==> config.mk <==
export PLATFORM = sky130hd
export DESIGN_NAME = multicycle_control_unit
export DESIGN_NICKNAME = d
export VERILOG_FILES = /design/src/rtl/multicycle_control_unit.sv
export SDC_FILE = /design/constraint.sdc
export NUM_CORES = 1
export LEC_CHECK = 0
export ABC_AREA = 0
export BUFFER_PORTS_ARGS = -buffer_cell sky130_fd_sc_hd__buf_2
export CAP_MARGIN = 10
export CORE_MARGIN = 5
export CORE_UTILIZATION = 34
export DETAILED_ROUTE_END_ITERATION = 8
export MAX_ROUTING_LAYER = met4
export PLACE_DENSITY = 0.87
export SYNTH_ARGS = -nofsm -noshare
export SYNTH_HDL_FRONTEND = slang
export SYNTH_SLANG_ARGS = --single-unit
==> constraint.sdc <==
create_clock -name clock -period 1.3 [get_ports clock]
set_clock_uncertainty 0.05 [all_clocks]
set_input_delay 0.065 -clock clock [delete_from_list [all_inputs] [get_ports clock]]
set_output_delay 0.065 -clock clock [all_outputs]
set_load 0.01 [all_outputs]
==> src/rtl/multicycle_control_unit.sv <==
// Multicycle control unit for the PoliRISC-V core (RV32I / RV64I).
// Sequences fetch, decode and execute and drives the datapath selects and strobes.
module multicycle_control_unit #(
  parameter int DATA_SIZE = 64,
  parameter int BYTE_NUM  = DATA_SIZE / 8
) (
  input  logic                clock,
  input  logic                reset,
  input  logic [31:0]         instruction,
  input  logic                inst_mem_ack,
  output logic                inst_mem_enable,
  output logic                ir_enable,
  input  logic                data_mem_ack,
  output logic                data_mem_read_enable,
  output logic                data_mem_write_enable,
  output logic [BYTE_NUM-1:0] data_mem_byte_enable,
  input  logic                zero,
  input  logic                negative,
  input  logic                carry_out,
  input  logic                overflow,
  output logic                alua_src,
  output logic                alub_src,
  output logic                aluy_src,
  output logic                alupc_src,
  output logic                pc_src,
  output logic [2:0]          alu_op,
  output logic                sub,
  output logic                arithmetic,
  output logic                alu_word,
  output logic                pc_enable,
  output logic [2:0]          read_data_src,
  output logic [1:0]          write_register_src,
  output logic                write_register_enable,
  output logic                halted,
  output logic                illegal_instruction
);

  localparam bit Is64 = (DATA_SIZE == 64);

  localparam logic [6:0] OpLoad   = 7'b0000011;
  localparam logic [6:0] OpImm    = 7'b0010011;
  localparam logic [6:0] OpAuipc  = 7'b0010111;
  localparam logic [6:0] OpImm32  = 7'b0011011;
  localparam logic [6:0] OpStore  = 7'b0100011;
  localparam logic [6:0] OpReg    = 7'b0110011;
  localparam logic [6:0] OpLui    = 7'b0110111;
  localparam logic [6:0] OpReg32  = 7'b0111011;
  localparam logic [6:0] OpBranch = 7'b1100011;
  localparam logic [6:0] OpJalr   = 7'b1100111;
  localparam logic [6:0] OpJal    = 7'b1101111;

  typedef enum logic [3:0] {
    StFetch, StDecode, StRegReg, StRegImm, StLui, StAuipc, StJal, StJalr,
    StBranch, StLoad, StStore, StHalt
  } state_t;

  state_t state_q, state_d, decode_state;
  logic   illegal_q;

  logic [6:0]          opcode;
  logic [2:0]          funct3;
  logic                branch_taken;
  logic [BYTE_NUM-1:0] store_mask;
  logic                unused_bits;

  assign opcode      = instruction[6:0];
  assign funct3      = instruction[14:12];
  assign unused_bits = ^{instruction[31], instruction[29:15], instruction[11:7]};

  always_comb begin
    decode_state = StHalt;
    case (opcode)
      OpLoad:   decode_state = (!Is64 && (funct3 == 3'b011 || funct3 == 3'b110)) ? StHalt : StLoad;
      OpStore:  decode_state = (!Is64 && funct3 == 3'b011) ? StHalt : StStore;
      OpImm:    decode_state = StRegImm;
      OpImm32:  decode_state = Is64 ? StRegImm : StHalt;
      OpReg:    decode_state = StRegReg;
      OpReg32:  decode_state = Is64 ? StRegReg : StHalt;
      OpLui:    decode_state = StLui;
      OpAuipc:  decode_state = StAuipc;
      OpJal:    decode_state = StJal;
      OpJalr:   decode_state = StJalr;
      OpBranch: decode_state = (funct3[2:1] == 2'b01) ? StHalt : StBranch;
      default:  decode_state = StHalt;
    endcase
  end

  always_comb begin
    case (funct3)
      3'b000:  branch_taken = zero;
      3'b001:  branch_taken = ~zero;
      3'b100:  branch_taken = negative ^ overflow;
      3'b101:  branch_taken = ~(negative ^ overflow);
      3'b110:  branch_taken = ~carry_out;
      3'b111:  branch_taken = carry_out;
      default: branch_taken = 1'b0;
    endcase
  end

  // Narrower builds simply drop the upper lanes; SD never reaches StStore there.
  always_comb begin
    case (funct3[1:0])
      2'b00:   store_mask = BYTE_NUM'(8'h01);
      2'b01:   store_mask = BYTE_NUM'(8'h03);
      2'b10:   store_mask = BYTE_NUM'(8'h0F);
      default: store_mask = BYTE_NUM'(8'hFF);
    endcase
  end

  always_ff @(posedge clock) begin
    if (reset) begin
      state_q   <= StFetch;
      illegal_q <= 1'b0;
    end else begin
      state_q <= state_d;
      if (state_q == StDecode && decode_state == StHalt) illegal_q <= 1'b1;
    end
  end

  always_comb begin
    state_d               = state_q;
    inst_mem_enable       = 1'b0;
    ir_enable             = 1'b0;
    data_mem_read_enable  = 1'b0;
    data_mem_write_enable = 1'b0;
    data_mem_byte_enable  = '0;
    alua_src              = 1'b0;
    alub_src              = 1'b0;
    aluy_src              = 1'b0;
    alupc_src             = 1'b0;
    pc_src                = 1'b0;
    alu_op                = 3'b000;
    sub                   = 1'b0;
    arithmetic            = 1'b0;
    alu_word              = 1'b0;
    pc_enable             = 1'b0;
    read_data_src         = 3'b000;
    write_register_src    = 2'b00;
    write_register_enable = 1'b0;
    halted                = 1'b0;
    illegal_instruction   = 1'b0;
    // Outputs are forced quiet while reset is held, whatever the current state.
    if (!reset) begin
      illegal_instruction = illegal_q;
      unique case (state_q)
        StFetch: begin
          inst_mem_enable = 1'b1;
          if (inst_mem_ack) begin
            ir_enable = 1'b1;
            state_d   = StDecode;
          end
        end
        StDecode: state_d = decode_state;
        StRegReg, StRegImm: begin
          alub_src              = (state_q == StRegReg);
          aluy_src              = opcode[3];
          alu_op                = funct3;
          arithmetic            = instruction[30];
          sub                   = (state_q == StRegReg) & instruction[30];
          alu_word              = Is64 & opcode[3];
          write_register_src    = 2'b10;
          write_register_enable = 1'b1;
          pc_enable             = 1'b1;
          state_d               = StFetch;
        end
        StLui, StAuipc: begin
          aluy_src              = (state_q == StLui);
          alua_src              = (state_q == StAuipc);
          write_register_src    = 2'b10;
          write_register_enable = 1'b1;
          pc_enable             = 1'b1;
          state_d               = StFetch;
        end
        StJal, StJalr: begin
          pc_src                = 1'b1;
          alupc_src             = (state_q == StJalr);
          write_register_src    = 2'b01;
          write_register_enable = 1'b1;
          pc_enable             = 1'b1;
          state_d               = StFetch;
        end
        StBranch: begin
          alub_src  = 1'b1;
          sub       = 1'b1;
          pc_src    = branch_taken;
          pc_enable = 1'b1;
          state_d   = StFetch;
        end
        StLoad: begin
          data_mem_read_enable = 1'b1;
          data_mem_byte_enable = '1;
          read_data_src        = {~funct3[2], funct3[1:0]};
          if (data_mem_ack) begin
            write_register_enable = 1'b1;
            pc_enable             = 1'b1;
            state_d               = StFetch;
          end
        end
        StStore: begin
          data_mem_write_enable = 1'b1;
          data_mem_byte_enable  = store_mask;
          if (data_mem_ack) begin
            pc_enable = 1'b1;
            state_d   = StFetch;
          end
        end
        StHalt:  halted = 1'b1;
        default: state_d = StFetch;
      endcase
    end
  end

endmodule

==> key figures, run 1 <==
Placement
  • Port buffer count: 50
  • Routability cong.: 0.895
  • Placed cell areas: 1240 µm²
  • Post-DP HPWL: 2.17 mm

Synth
  • Synth Area in Adders: 0%
  • Syn_area_per_cell: 6.86 µm²
  • Fraction of registers with async set/reset: 0%
  • Top_reg_cell synth: dfxtp_1
  • Synth Register Bits: 5
  • Register area share after synthesis: 12.3%
  • Mux share of post-synthesis cell area: 1.23%
  • Compound-gate portion of the synthesized area: 26.7%
  • YS warnings: 0
  • Gate Count Post-Synth: 119
  • Library cells used by synthesis: 43
  • Simple-gate area share of the yosys netlist: 42.2%
  • Mapped Area: 816 µm²
  • Post-Synth XOR/XNOR Area: 5.98%
  • Post-synth EDFFs: 0
  • Largest family of logic cells by synthesized area: simple AND/OR/NAND/NOR gates
  • Net Count, Synth: 159

Detailed routing
  • Routed len/inst: 18.6 µm
  • DRC: 0
  • DR vias: 1,286
  • Initial DRC count: 47
  • Detail Route Antenna Nets: 0
  • First-pass iteration count of the detailed router: 4
  • Vias/cell: 5.64
  • Total wire length: 4.25 mm

Timing
  • Fmax: 639 MHz
  • Fin Setup TNS: -5200 ps
  • Fin crit share: 120%
  • Post-route setup slack: -264 ps
  • Worst slew pin tran: 322 ps
  • Unrepaired setup endpoints after global routing: true
  • Slew headroom: 78.2%
  • Fin crit period: 1560 ps
  • Slew Viols, Final: 0
  • Final Hold Fails: 0
  • Final setup viols: 35

Cells and area
  • Final #Nets: 241
  • Layout area overhead: 107%
  • # diodes: 0
  • Final Util: 74.8%
  • Share of cells above drive strength 1: 68.5%
  • Finished Cell Area: 1690 µm²

Global routing
  • Global-route wire length before repair: 5.42 mm
  • Vias in the first global route: 1,176
  • Initial antenna violation count: 0
  • Largest net degree at the start of global routing: 11
  • Gr ovfl total: 0
  • Total track usage: 20.2%

Status
  • Failing checks: negative setup slack
  • Outcome: complete, but fails checks

Critical path
  • Setup CP Type: reg -> out
  • Critical path arrival: 1450 ps
  • Worst path bufs/invs: 3
  • Critical path's largest stage delay: 360 ps
  • Critical path cell sequence: buf_4, nor2_2, nand3_4, inv_2, and2_1, buf_2
  • Crit end category: output port
  • CP startpoint kind: flop
  • CP Max Fanout: 6
  • CP max stage cell: dfxtp_4
  • Critical path data required time: 1190 ps
  • CP delay by family, top: simple AND/OR/NAND/NOR gates

Clock tree
  • Clock buffers created by TritonCTS: 3
  • CTS tree: done
  • CTS Root Cell: clkbuf_4
  • CTS hold repair buffers: 0
  • CTS Sinks: 5
  • Clock buffer depth: 2
  • H-tree depth: 1
  • Worst skew pair latency: 240 ps
  • Clock-pin slew on the worst setup and hold paths: 50 ps

Power and ir drop
  • Lkg Pwr: 0.841 nW
  • Peak supply drop: 0.000641 V
  • PD cells: 562 nW/µm²
  • Tot Pwr: 0.946 mW

Floorplan
  • Die Height: 59.0 µm
  • Die Wd: 59.0 µm
  • DIE AREA: 3480 µm²
  • # IOs: 72
  • Starting density of the core: 36.2%
  • Rows: 17
  • Core footprint: 2250 µm²

Run
  • Max-cap viol count: 0

Worst hold path
  • Worst Hold Class: in -> reg
-- cells in the mapped netlist (2+ instances only) --
master    number  area (µm²)
nor2_1        14        52.6
nand2_1       11        41.3
a21oi_1        8        40.0
and3_1         7        43.8
nand2b_1       6        37.5
nand3_1        6        30.0
buf_4          5        37.5
dfxtp_1        5         100
inv_1          5        18.8
nor2b_1        5        31.3
buf_2          4        20.0
nor3_1         4        20.0
o21ai_0        4        20.0
and2_1         3        18.8
a211o_1        2        17.5
o41ai_2        2        32.5
xor2_1         2        17.5
-- layer usage --
layer | global-route usage [%] | part of all wire, %
met4 | 4.21 | 1.9
met3 | 3.27 | 5.3
met2 | 38.2 | 55
met1 | 22.0 | 38
met5 | - | 0
-- metrics by stage --
stage               instances  worst slack (ps)  hold slack (ps)
floorplan                 119             -10.0              128
global placement          210             -4.00              311
detailed placement        210             -32.2              316
CTS                       225              -214              101
global route              228              -293              155
finish                    228              -264              142
-- placed cells by master, fill, tap and decap left out, types with 2 or more instances in the layout --
| cell type | n |
|---|---|
| a211o_1 | 2 |
| a21oi_1 | 7 |
| and2_1 | 2 |
| and3_1 | 3 |
| and3_4 | 4 |
| buf_2 | 41 |
| buf_4 | 24 |
| buf_6 | 21 |
| clkbuf_4 | 3 |
| dfxtp_4 | 4 |
| inv_1 | 2 |
| inv_2 | 4 |
| nand2_1 | 7 |
| nand2_2 | 2 |
| nand2_4 | 2 |
| nand2b_1 | 2 |
| nand2b_2 | 2 |
| nand2b_4 | 2 |
| nand3_2 | 3 |
| nand3_4 | 2 |
| nor2_1 | 10 |
| nor2_2 | 2 |
| nor2_4 | 3 |
| nor2b_1 | 2 |
| nor2b_4 | 3 |
| nor3_1 | 2 |
| nor3_4 | 2 |
| o21ai_1 | 3 |
| xor2_1 | 2 |
-- cell type report --
type / count / area (µm²)
fillers: 143 / 569
clock buffers: 4 / 26.3
inverters: 6 / 22.5
well taps: 28 / 35.0
multi-input cells: 97 / 830
repair buffers: 88 / 657
flip-flops and latches: 5 / 115
-- cells by family (layout without fill, tap and decap cells) --
| group | count (synthesis) | after routing |
|---|---|---|
| and+or+nand+nor | 64 | 64 |
| DFF | 5 | 5 |
| AOI/OAI and AO/OA | 28 | 28 |
| muxes | 1 | 1 |
| buffers and inverters | 17 | 98 |
| xor gates and xnor gates | 4 | 4 |
-- sequential cells by signal, indices dropped and copies added, names as in the netlist --
signal,flops
state_q,4
illegal_q,1
-- path summary, 6_finish.rpt --
kind	startpoint	endpoint	slack, ps	cells after the start
setup reg to reg	state_q[2]	state_q[2]	-190	5
hold / removal	reset	state_q[3]	140	2
setup / recovery	state_q[2]	read_data_src[0]	-260	6
hold reg to reg	illegal_q	illegal_q	410	2
-- timing repair --
action / in CTS / in global routing
gates resized for setup: 35 / 43
gates cloned: 0 / 0
pin swaps: 9 / 21
endpoints found under the setup margin: 31 / 34
buffers inserted: 11 / 5
-- where the power goes --
group | internal, mW | switching [mW] | total, mW
registers | 0.166 | 0.0161 | 0.182
logic | 0.291 | 0.286 | 0.578
clock network | 0.116 | 0.0707 | 0.187
total | 0.573 | 0.373 | 0.946
Note: power is estimated with default switching activity, not from simulation.
==> run 2: changes to the inputs <==
Settings changed: MAX_ROUTING_LAYER met4 to not set.
==> key figures, run 2 (synthesis gave the netlist of run 1 again) <==
Clock tree
  • Clock buffer depth: 2 (unchanged)
  • CTS Sinks: 5 (unchanged)
  • Clock buffers created by TritonCTS: 3 (unchanged)
  • CTS Root Cell: clkbuf_4
  • Worst skew pair latency: 240 ps (about the same)
  • Clock-pin slew on the worst setup and hold paths: 50 ps (about the same)
  • CTS tree: done
  • H-tree depth: 1 (unchanged)

Cells and area
  • Biggest regs: state_q (4), illegal_q (1)
  • Largest register FFs: 4 (unchanged)
  • Final #Nets: 241 (unchanged)
  • Most common cell after layout, fill and taps aside: buf_2
  • Most flops, register: state_q
  • # diodes: 0 (unchanged)
  • Final Util: 74.8% (unchanged)
  • Share of cells above drive strength 1: 68.5% (unchanged)
  • Most frequent cells in the layout: buf_2, buf_4, buf_6
  • Layout area overhead: 107% (unchanged)

Power and ir drop
  • Lkg Pwr: 0.841 nW (unchanged)
  • Tot Pwr: 0.943 mW (-0.32%)
  • PD cells: 560 nW/µm² (-0.32%)
  • Peak supply drop: 0.000641 V (about the same)

Timing
  • Fmax: 636 MHz (-0.51%)
  • Worst slew pin tran: 323 ps (+1.04 ps)
  • Unrepaired setup endpoints after global routing: true
  • Fin Setup TNS: -5140 ps (+60.1 ps)
  • Fin crit period: 1570 ps (+8.06 ps)
  • Post-route setup slack: -272 ps (-8.06 ps)
  • Slew Viols, Final: 0 (unchanged)
  • Slew headroom: 78.2% (about the same)
  • Final Hold Fails: 0 (unchanged)
  • Fin crit share: 121% (+0.62 points)
  • WHS: 151 ps (+8.53 ps)
  • Final setup viols: 35 (unchanged)

Global routing
  • Gr ovfl total: 0 (unchanged)
  • Largest net degree at the start of global routing: 11 (unchanged)
  • Initial antenna violation count: 0 (unchanged)
  • Vias in the first global route: 1,175 (-0.085%)
  • Global-route wire length before repair: 5.41 mm (-0.26%)
  • Total track usage: 19.6% (-0.62 points)

Critical path
  • Critical path's largest stage delay: 360 ps (about the same)
  • CP Max Fanout: 6 (unchanged)
  • Critical path data required time: 1190 ps (about the same)
  • Flop2flop setup slack: -190 ps (about the same)
  • CP delay by family, top: simple AND/OR/NAND/NOR gates
  • Crit end category: output port
  • CP startpoint kind: flop
  • Worst setup path start: state_q[2]
  • Critical path arrival: 1460 ps (about the same)
  • FF-to-FF Start: state_q[2]
  • Reg2reg end: state_q[2]
  • CP max stage cell: dfxtp_4
  • Worst path bufs/invs: 3 (unchanged)
  • Setup CP Type: reg -> out
  • Reg2Reg Depth: 5 (unchanged)
  • Critical path cell sequence: buf_4, nor2_2, nand3_4, inv_2, and2_1, buf_2
  • Critical Path Sink: read_data_src[0]
  • WP depth: 6 (unchanged)

Detailed routing
  • DR vias: 1,291 (+0.39%)
  • Initial DRC count: 63 (+34%)
  • First-pass iteration count of the detailed router: 4 (unchanged)
  • Routed len/inst: 18.6 µm (about the same)
  • Total wire length: 4.25 mm (about the same)
  • Detail Route Antenna Nets: 0 (unchanged)
  • Vias/cell: 5.66 (+0.39%)
  • DRC: 0 (unchanged)

Floorplan
  • Die Wd: 59.0 µm (unchanged)
  • # IOs: 72 (unchanged)
  • Core footprint: 2250 µm² (unchanged)
  • Starting density of the core: 36.2% (unchanged)
  • Rows: 17 (unchanged)
  • Die Height: 59.0 µm (unchanged)
  • DIE AREA: 3480 µm² (unchanged)

Run
  • Max-cap viol count: 0 (unchanged)

Status
  • Failing checks: negative setup slack
  • Outcome: complete, but fails checks

Placement
  • Post-DP HPWL: 2.17 mm (unchanged)
  • Routability cong.: 0.881 (-1.6%)
  • Port buffer count: 50 (unchanged)

Worst hold path
  • HP Start: reset
  • Worst Hold Class: in -> reg
run 2: timing repair:
action,CTS,global route
setup buffers,11,5
setup endpoints to repair,31,34
pin swaps,9,21
hold buffers,0,0
gates resized for setup,35,43
run 2: stage by stage:
stage	cells	setup WS [ps]	instance area, µm²
after global routing	228	-294	1690
after detailed placement	210	-32.2	1240
after global placement	210	-4.00	1240
after CTS	225	-214	1500
after floorplan	119	-10.0	851
final	228	-272	1690
run 2: worst reg2reg max path, cell delays in order (launching register included):
cell	delay [ps]
dfxtp_4	360
buf_4	140
nor2_2	170
nand3_2	110
or4b_1	470
a21oi_1	120
run 2: where the power goes:
group	leakage, nW	internal, mW	switching (mW)	total [mW]
clock	0.0150	0.116	0.0660	0.182
sequential	0.0438	0.166	0.0169	0.183
combinational	0.782	0.291	0.287	0.579
run 2: metal layers:
| layer | share of wire, % | global-route usage, % | wire [µm] |
|---|---|---|---|
| met3 | 5.5 | 3.27 | 232 |
| met2 | 55 | 37.9 | 2320 |
| met5 | 0 | 0 | 0 |
| met1 | 38 | 22.2 | 1610 |
| met4 | 1.9 | 4.21 | 82 |
run 2: layout make-up:
class	instances	area, µm²
fillers	143	569
inverters	6	22.5
clock buffers	4	26.3
repair buffers	88	657
well taps	28	35.0
multi-input cells	97	830
flip-flops and latches	5	115
run 2: how the worst min path moves through the flow:
stage / to / cells past startpoint
finish: state_q[3] / 2
global route: state_q[1] / 2
CTS: state_q[1] / 2
detailed placement: state_q[3] / 2
global placement: state_q[3] / 2
floorplan: read_data_src[2] / 1
